--- src/rtl/wb_port_arbiter.sv ---
// Regfile write-port arbiter: ALU writes take priority, multdiv results are
// buffered in a 2-entry FIFO, and a busy scoreboard stalls decode on pending md writes.
module wb_port_arbiter (
  input  logic        clock,
  input  logic        ctrl_reset,
  input  logic        alu_valid,
  input  logic [4:0]  alu_rd,
  input  logic [31:0] alu_data,
  input  logic        md_valid,
  input  logic [4:0]  md_rd,
  input  logic [31:0] md_data,
  output logic        md_ready,
  input  logic        md_start,
  input  logic [4:0]  md_start_rd,
  input  logic [4:0]  chk_rs1,
  input  logic [4:0]  chk_rs2,
  input  logic [4:0]  chk_rd,
  output logic        stall,
  output logic        ctrl_writeEnable,
  output logic [4:0]  ctrl_writeReg,
  output logic [31:0] data_writeReg,
  output logic [1:0]  md_count
);

  typedef enum logic [1:0] {
    SRC_NONE,
    SRC_ALU,
    SRC_HEAD,
    SRC_BYPASS
  } src_e;

  logic [4:0]  buf_rd   [2];
  logic [31:0] buf_data [2];
  logic        head;
  logic        tail;
  logic [31:0] busy;
  logic        we_is_md;

  src_e        src;
  logic [4:0]  sel_rd;
  logic [31:0] sel_data;
  logic        md_accept;
  logic        enq;
  logic        pop;
  logic [31:0] set_mask;
  logic [31:0] clr_mask;

  assign md_ready  = (md_count != 2'd2);
  assign md_accept = md_valid & md_ready;

  // NOTE: every signal assigned in always_comb gets a default first so no latch is inferred.
  always_comb begin
    src      = SRC_NONE;
    sel_rd   = alu_rd;
    sel_data = alu_data;
    if (alu_valid) begin
      src = SRC_ALU;
    end else if (md_count != 2'd0) begin
      src      = SRC_HEAD;
      sel_rd   = buf_rd[head];
      sel_data = buf_data[head];
    end else if (md_accept) begin
      src      = SRC_BYPASS;
      sel_rd   = md_rd;
      sel_data = md_data;
    end
  end

  assign pop  = (src == SRC_HEAD);
  assign enq  = md_accept & (src != SRC_BYPASS);
  // Enqueue only happens with 0 or 1 entries, so the free slot sits count[0] past the head.
  assign tail = head ^ md_count[0];

  assign set_mask = (md_start && md_start_rd != 5'd0) ? (32'd1 << md_start_rd) : 32'd0;
  assign clr_mask = (ctrl_writeEnable && we_is_md) ? (32'd1 << ctrl_writeReg) : 32'd0;

  assign stall = busy[chk_rs1] | busy[chk_rs2] | busy[chk_rd] | (md_count == 2'd2);

  // NOTE: sequential state uses non-blocking assignments so every register samples pre-edge values.
  always_ff @(posedge clock or posedge ctrl_reset) begin
    if (ctrl_reset) begin
      ctrl_writeEnable <= 1'b0;
      ctrl_writeReg    <= 5'd0;
      data_writeReg    <= 32'd0;
      we_is_md         <= 1'b0;
      md_count         <= 2'd0;
      head             <= 1'b0;
      busy             <= 32'd0;
    end else begin
      if (src != SRC_NONE) begin
        ctrl_writeEnable <= (sel_rd != 5'd0);
        ctrl_writeReg    <= sel_rd;
        data_writeReg    <= sel_data;
        we_is_md         <= (src != SRC_ALU);
      end else begin
        ctrl_writeEnable <= 1'b0;
        we_is_md         <= 1'b0;
      end
      md_count <= md_count + {1'b0, enq} - {1'b0, pop};
      head     <= head ^ pop;
      // Set is applied after clear so a same-cycle set wins; bit 0 is never set.
      busy     <= (busy & ~clr_mask) | set_mask;
    end
  end

  // NOTE: buffer payload is not reset; md_count alone decides which entries are valid.
  always_ff @(posedge clock) begin
    if (enq) begin
      buf_rd[tail]   <= md_rd;
      buf_data[tail] <= md_data;
    end
  end

endmodule

--- config.mk ---
export PLATFORM = sky130hd
export DESIGN_NAME = wb_port_arbiter
export DESIGN_NICKNAME = d
export VERILOG_FILES = /design/src/rtl/wb_port_arbiter.sv
export SDC_FILE = /design/constraint.sdc
export NUM_CORES = 1
export LEC_CHECK = 0
export BUFFER_PORTS_ARGS = -buffer_cell sky130_fd_sc_hd__buf_2
export CORE_UTILIZATION = 45
export CTS_CLUSTER_SIZE = 10
export DETAILED_ROUTE_END_ITERATION = 16
export HOLD_SLACK_MARGIN = 0.1
export PLACE_DENSITY = 0.74
export SLEW_MARGIN = 20
export SYNTH_ARGS = -nofsm -noshare
export SYNTH_HDL_FRONTEND = slang
export SYNTH_SLANG_ARGS = --single-unit
--- constraint.sdc ---
create_clock -name clock -period 6.74 [get_ports clock]
set_input_delay 1.348 -clock clock [delete_from_list [all_inputs] [get_ports clock]]
set_output_delay 1.348 -clock clock [all_outputs]
set_load 0.02 [all_outputs]
After elaboration in Yosys (flattened, before gate mapping)
Memory sizes are Yosys's and may differ from the RTL's.
Index checks and enable logic that the tools add are counted.
{ "word_totals": {"elab_cells": 58, "n_memories": 2, "output_inout_bits": 42, "reg_bits": 74, "input_bits": 99, "ramBits": 74} }
{ "op_classes": {"mux": 21, "shifts": 2, "reduce_logical": 6, "bitwise": 10, "addsub": 2, "n_eq_ne": 5, "order_cmp": 3} }
{ "memory_table": {"columns": ["memory", "depth", "width", "read_ports", "rd_ports_with_merged_regs", "write_ports", "line_no", "source"], "rows": [
  ["buf_data", 2, 32, 1, 0, 1, "33", "logic [31:0] buf_data [2];"],
  ["buf_rd", 2, 5, 1, 0, 1, "32", "logic [4:0] buf_rd [2];"]
]} }
{ "ops": {"columns": ["operator", "n"], "rows": [
  ["$mux W32", 5],
  ["$shl A1 B5 Y32 const A", 2],
  ["$and A32 B32 Y32", 1],
  ["$not A32 Y32", 1],
  ["$or A32 B32 Y32", 1],
  ["$lt A5 B6 Y1 const B", 3],
  ["$bmux W1 S5", 3],
  ["$mux W5", 3],
  ["$reduce_bool A5 Y1", 2],
  ["$mux W1", 7],
  ["$mux W2", 3],
  ["$eq A2 B2 Y1 const B", 2],
  ["$ne A2 B2 Y1 const B", 2],
  ["$reduce_bool A2 Y1", 2],
  ["$or A1 B1 Y1", 3],
  ["$add A2 B1 Y2", 1],
  ["$and A1 B1 Y1", 2],
  ["$logic_and A1 B1 Y1", 2],
  ["$ne A2 B1 Y1 const B", 1],
  ["$sub A2 B1 Y2", 1],
  ["$xor A1 B1 Y1", 2]
]} }

Logic depth before layout (Yosys ltp)
Gate-level depths: netlist (run 1).
{ "logic_depth": {"ltp_word": 9, "depth_mapped": 10, "ltp_nobuf": 7} }

Worst setup path after synthesis (run 1)
No wires, ideal clock.
{ "synth_timing": {"kind": "input to output", "startpoint": "input chk_rd[0]", "endpoint": "output stall", "t_required_ps": 5392, "t_arrival_ps": 2676, "path_buffers": 1, "slack_ps": 2716, "path_stages": 6, "path_cell_list": "clkbuf_1 > mux4_2 > mux2i_1 > o22ai_1 > nor3_1 > nand3_1"} }
{ "synth_between": {"elab_chain_cells": 4} }
{ "synth_rtl": {"columns": ["item", "line_no", "source"], "rows": [
  ["start: declaration", "17", "input logic [4:0] chk_rd,"],
  ["$bmux W1 S5", "77", "assign stall = busy[chk_rs1] | busy[chk_rs2] | busy[chk_rd] | (md_count == 2'd2);"],
  ["$mux W1 (not written as such)", "77", null],
  ["$or A1 B1 Y1 (2 in series)", "77", null],
  ["end: declaration", "18", "output logic stall,"]
]} }
Every way passes these cells. The select of a mux whose other input is x is not followed.

Worst setup path in the final report (run 1)
{ "layout_timing": {"startpoint": "input chk_rd[1]", "endpoint": "output stall"} }
The elaborated chain is that of the path after synthesis.

==> metrics.txt, run 1 <==
P_sw=1.27 mW; Setup Skew=0.0106 ns; CP Class=input port to output port; Inst Count DP=895; vias per cell=5.86; Syn Std Cell Area=7140 um2; startpoint type of the worst setup path=input port; Mapped Nets=681; switch share=0.338; EDFF count, synth=74; vias in the first global route=5541; hold bufs inserted after CTS=0; worst hold-check path type=flip-flop to flip-flop; final WL=17.7 mm; WL/cell=19.1 um; worst reg2reg path depth=3; first-pass GRT wire length=28.0 mm; area of the core=15300 um2; CTS Sinks=148; hpwl dp=12.1 mm; Max Slew Vio Count=0; DRT Pass-1 Iters=10; crit path max fanout=14; crit path launch=chk_rd[1]; Distinct cells, synth=51; YS warnings=0; pwr dens=435 nW/um2; max cap viols=0; RePlAce Congestion=0.929; crit end category=output port; die area=16400 um2; post-route setup TNS=0 ns; number of synthesized register bits=148; RSZ-0062 raised after global routing=no; CTS H-tree depth=4; root buffer cell=clkbuf_16; main area contributors after synthesis=edfxtp_1 31%, dfrtp_1 26%, mux2_2 5.7%; initial antenna violation count=2; FF-to-FF Start=head; Clk network pwr share=0.265; async set-reset flop share out of synthesis=0.500; die height=128 um; status=completed; Slew headroom=0.322; Initial Util=0.466; period utilisation layout=0.633; Tot GR Track Use=0.223; postcts setup bufs=0; r2r endpoint=buf_data[0][10]; syn avg cell area=12.3 um2; maximum VDD drop=0.233 mV; clock buffer depth=2; GRT busiest layer=met2; Critical Path AT=2.92 ns; CTS clk-pin slew, worst paths=0.06 ns; post_cts resized=0; CTS buffer count=17; Worst R2R Setup Slack=4.30 ns; # IOs=141; layout cells sized above 1=0.331; Final nets=807; via count=5449; largest net degree at the start of global routing=75; IO buf count=140; Int Power=2.49 mW; global-route met3 utilization=0.0534; Area Growth Syn to Fin=21.1%; Tightest Pin Transition=1.02 ns; met1 usage=0.284; Non-Filler Instances=930; register area share after synthesis=0.571; Antenna diodes=0; post-detailed-route count of antenna-violating nets=0; final setup vio count=0; drt drc=0; Gate power share=0.318; die width=128 um; fmax=235 MHz; CP endpoint=stall; GRT met2 Usage=0.369; TritonCTS clock tree=built; Primary FF master, synth=edfxtp_1; area leader, netlist=edfxtp_1; Final Hold Viols=0; min cycle time layout=4.26 ns; leakage power=3.40 nW; # rows=45; initial DRC count=531; post-synth top area share=0.311; Reg power frac=0.417; grt ovf=0; Cells after Synth=580; worst skew pair latency=0.41 ns; Worst EP required=5.39 ns; commonest cells in the synthesized netlist=74 x dfrtp_1, 74 x edfxtp_1, 66 x o21ai_0
[cells by family (layout without fill, tap and decap cells)]
| family | after synthesis | after routing | share of synthesized area |
|---|---|---|---|
| AO/OA/AOI/OAI | 178 | 178 | 0.158 |
| flip-flops | 148 | 148 | 0.571 |
| AND/OR/NAND/NOR | 131 | 131 | 0.0920 |
| multiplexers | 73 | 73 | 0.137 |
| buffers and inverters | 44 | 183 | 0.0342 |
| XOR/XNOR | 4 | 4 | 0.00491 |
| adder cells (fa/ha/maj) | 2 | 2 | 0.00351 |
[per-layer routing]
metal | vias up | wire length [um]
li1 | 2483 | -
met1 | 2675 | 7420
met2 | 247 | 8630
met3 | 40 | 1320
met4 | 4 | 344
met5 | - | 20
[state kept, by name, indices dropped and copies added (netlist names)]
| name | count |
|---|---|
| buf_data | 64 |
| buf_rd | 10 |
| busy | 32 |
| ctrl_writeEnable | 1 |
| ctrl_writeReg | 5 |
| data_writeReg | 32 |
| head | 1 |
| md_count | 2 |
| we_is_md | 1 |
[stage by stage]
step,power [mW],area [um2],hold slack (ns),util,worst slack (ns)
floorplan,2.35,7140,0.485,-,2.72
global placement,2.68,7930,0.511,0.518,2.48
detailed placement,2.73,7930,0.528,0.518,2.47
CTS,3.74,8560,0.538,0.559,2.47
global route,3.94,8640,0.580,0.564,2.39
finish,3.76,8640,0.538,0.564,2.48
[placed cells by master (no fill, tap or decap), types with 8 or more instances in the layout]
cell,n
mux2i_1,20
nand3_1,14
o21ai_0,66
buf_2,140
edfxtp_1,74
o21ai_1,37
a222oi_1,9
a221o_1,18
nand2b_1,16
o22ai_1,8
nand2_1,42
nor2_1,21
clkbuf_16,18
a21oi_1,14
nor2b_1,11
dfrtp_1,73
mux4_2,16
mux2_2,36
[how the worst min path moves through the flow]
stage	from	to	depth (start not counted)
after CTS	data_writeReg[30]	data_writeReg[30]	2
final	data_writeReg[30]	data_writeReg[30]	2
after detailed placement	data_writeReg[30]	data_writeReg[30]	2
after global routing	data_writeReg[11]	data_writeReg[11]	2
after global placement	data_writeReg[19]	data_writeReg[19]	2
after floorplan	busy[0]	busy[0]	1
[final cells by class]
class,instances,area (um2)
multi-input combinational,388,2850
fill,1301,6670
clock inverter,9,150
timing repair buffer,147,813
tap,211,264
clock buffer,23,479
sequential,148,4080
inverter,4,16.3
[power groups by stage]
stage	clock network [mW]	registers, mW	logic (mW)
6_report	0.996	1.57	1.20
5_1_grt	1.04	1.60	1.30
4_1_cts	1.01	1.57	1.16
3_5_place_dp	0	1.58	1.15
3_3_place_gp	0	1.56	1.12
2_1_floorplan	0	1.54	0.804
[critical path, stage by stage]
cell and delay (ns):
buf_2 0.28, mux4_2 0.55, mux2i_1 0.15, o22ai_1 0.11, nor3_1 0.19, nand3_1 0.10, buf_2 0.18
Note: power is estimated with default switching activity, not from simulation.
==> run 2: changes to the inputs <==
==> constraint.sdc (replaced) <==
create_clock -name clock -period 4.1 [get_ports clock]
set_input_delay 0.82 -clock clock [delete_from_list [all_inputs] [get_ports clock]]
set_output_delay 0.82 -clock clock [all_outputs]
set_load 0.02 [all_outputs]
==> run 2 against run 1 <==
Compared with the run above: non-clock buffer count unchanged; global-route usage increased by 0.56 points; die area is the same; via count up 0.55%; sequential share of layout area increased by 0.50 points; routed wire length increased by 1.3%; worst setup slack worse by 1.6 ns; power is 61% higher; clock-buffer cell count is 3 lower.
==> metrics.txt, run 2 (synthesis gave the netlist of run 1 again) <==
initial DRC count=466; die width=128 um; period utilisation layout=0.784; final WL=18.0 mm; clock buffer depth=2; TritonCTS clock tree=built; placed cell areas=7940 um2; die height=128 um; WL/cell=19.3 um; fmax=311 MHz; Largest regs=buf_data (64), busy (32), data_writeReg (32); via count=5479; hold bufs inserted after CTS=0; most common cell after layout, fill and taps aside=buf_2; root buffer cell=clkbuf_16; post_cts resized=0; Tightest Pin Transition=0.730 ns; hpwl dp=12.5 mm; pwr dens=706 nW/um2; Critical Path AT=2.40 ns; CTS H-tree depth=4; Worst EP required=3.28 ns; post-route setup TNS=0 ns; initial antenna violation count=1; vias per cell=5.89; Slew headroom=0.512; worst hold-check path type=input port to async pin; min cycle time layout=3.22 ns; most frequent cells in the layout=140 x buf_2, 74 x edfxtp_1, 73 x dfrtp_1; CTS buffer count=17; area of the core=15300 um2; Tot GR Track Use=0.228; final setup vio count=0; largest net degree at the start of global routing=65; crit path max fanout=14; Initial Util=0.466; Final nets=807; max cap viols=0; CTS Sinks=148; Final Core Density=0.558; drt drc=0; crit end category=output port; Final Hold Viols=0; grt ovf=0; startpoint type of the worst setup path=input port; post-detailed-route count of antenna-violating nets=0; CP Class=input port to output port; leakage power=3.35 nW; Top reg by flops=buf_data; Area Growth Syn to Fin=19.8%; WHS=0.431 ns; DRT Pass-1 Iters=7; Setup Skew=0.00507 ns; first-pass GRT wire length=28.6 mm; die area=16400 um2; CTS clk-pin slew, worst paths=0.06 ns; postcts setup bufs=0; vias in the first global route=5591; Max Slew Vio Count=0; Antenna diodes=0; fillcell total=1319; layout cells sized above 1=0.337; maximum VDD drop=0.424 mV; Final Power=6.04 mW; # IOs=141; RePlAce Congestion=0.889; worst skew pair latency=0.41 ns; RSZ-0062 raised after global routing=no; max reg flops=64; # rows=45; final non-filler cell area=8550 um2; status=completed; IO buf count=140
==> run 2: path summary, 6_finish.rpt <==
check                             startpoint                 to  slack, ns  depth (start not counted)
hold reg to reg            data_writeReg[30]  data_writeReg[30]       0.53                          2
setup / recovery                   chk_rd[1]              stall       0.88                          6
hold / removal                    ctrl_reset   data_writeReg[1]       0.43                          2
min in group clock         data_writeReg[30]  data_writeReg[30]       0.53                          2
max in group asynchronous         ctrl_reset           busy[15]       2.70                          3
setup reg to reg                 md_count[1]        md_count[1]       1.59                          8
==> run 2: final cells by class <==
class,instances,area (um2),area share
clock inverters,12,129,0.0151
multi-input cells,388,2850,0.333
well taps,211,264,0.0309
flip-flops and latches,148,4080,0.477
inverters,4,16.3,0.00190
repair buffers,147,766,0.0895
clock buffers,20,457,0.0534
==> run 2: report_power, final <==
group | leakage (nW) | internal [mW] | total, mW | switching [mW]
Clock | 0.280 | 0.927 | 1.51 | 0.588
Combinational | 1.54 | 0.876 | 2.02 | 1.15
Sequential | 1.53 | 2.12 | 2.50 | 0.380
Total | 3.35 | 3.92 | 6.04 | 2.12
==> run 2: worst max-delay path, stage by stage <==
cell	delay [ns]
buf_2	0.28
mux4_2	0.53
nand2b_1	0.15
a221oi_1	0.33
nand3_1	0.11
buf_2	0.18
==> run 2: layer usage <==
metal / up-vias / GRT usage / wire [um]
met5: - / 0 / 10
met4: 2 / 0.0893 / 322
met1: 2682 / 0.282 / 7410
met3: 29 / 0.0513 / 1350
met2: 279 / 0.390 / 8870
li1: 2487 / - / -
==> run 2: metrics by stage <==
step | cells | setup slack, ns
2_1_floorplan | 580 | 0.745
3_3_place_gp | 897 | 0.853
3_5_place_dp | 897 | 0.863
4_1_cts | 929 | 0.860
5_1_grt | 930 | 0.750
6_report | 930 | 0.885
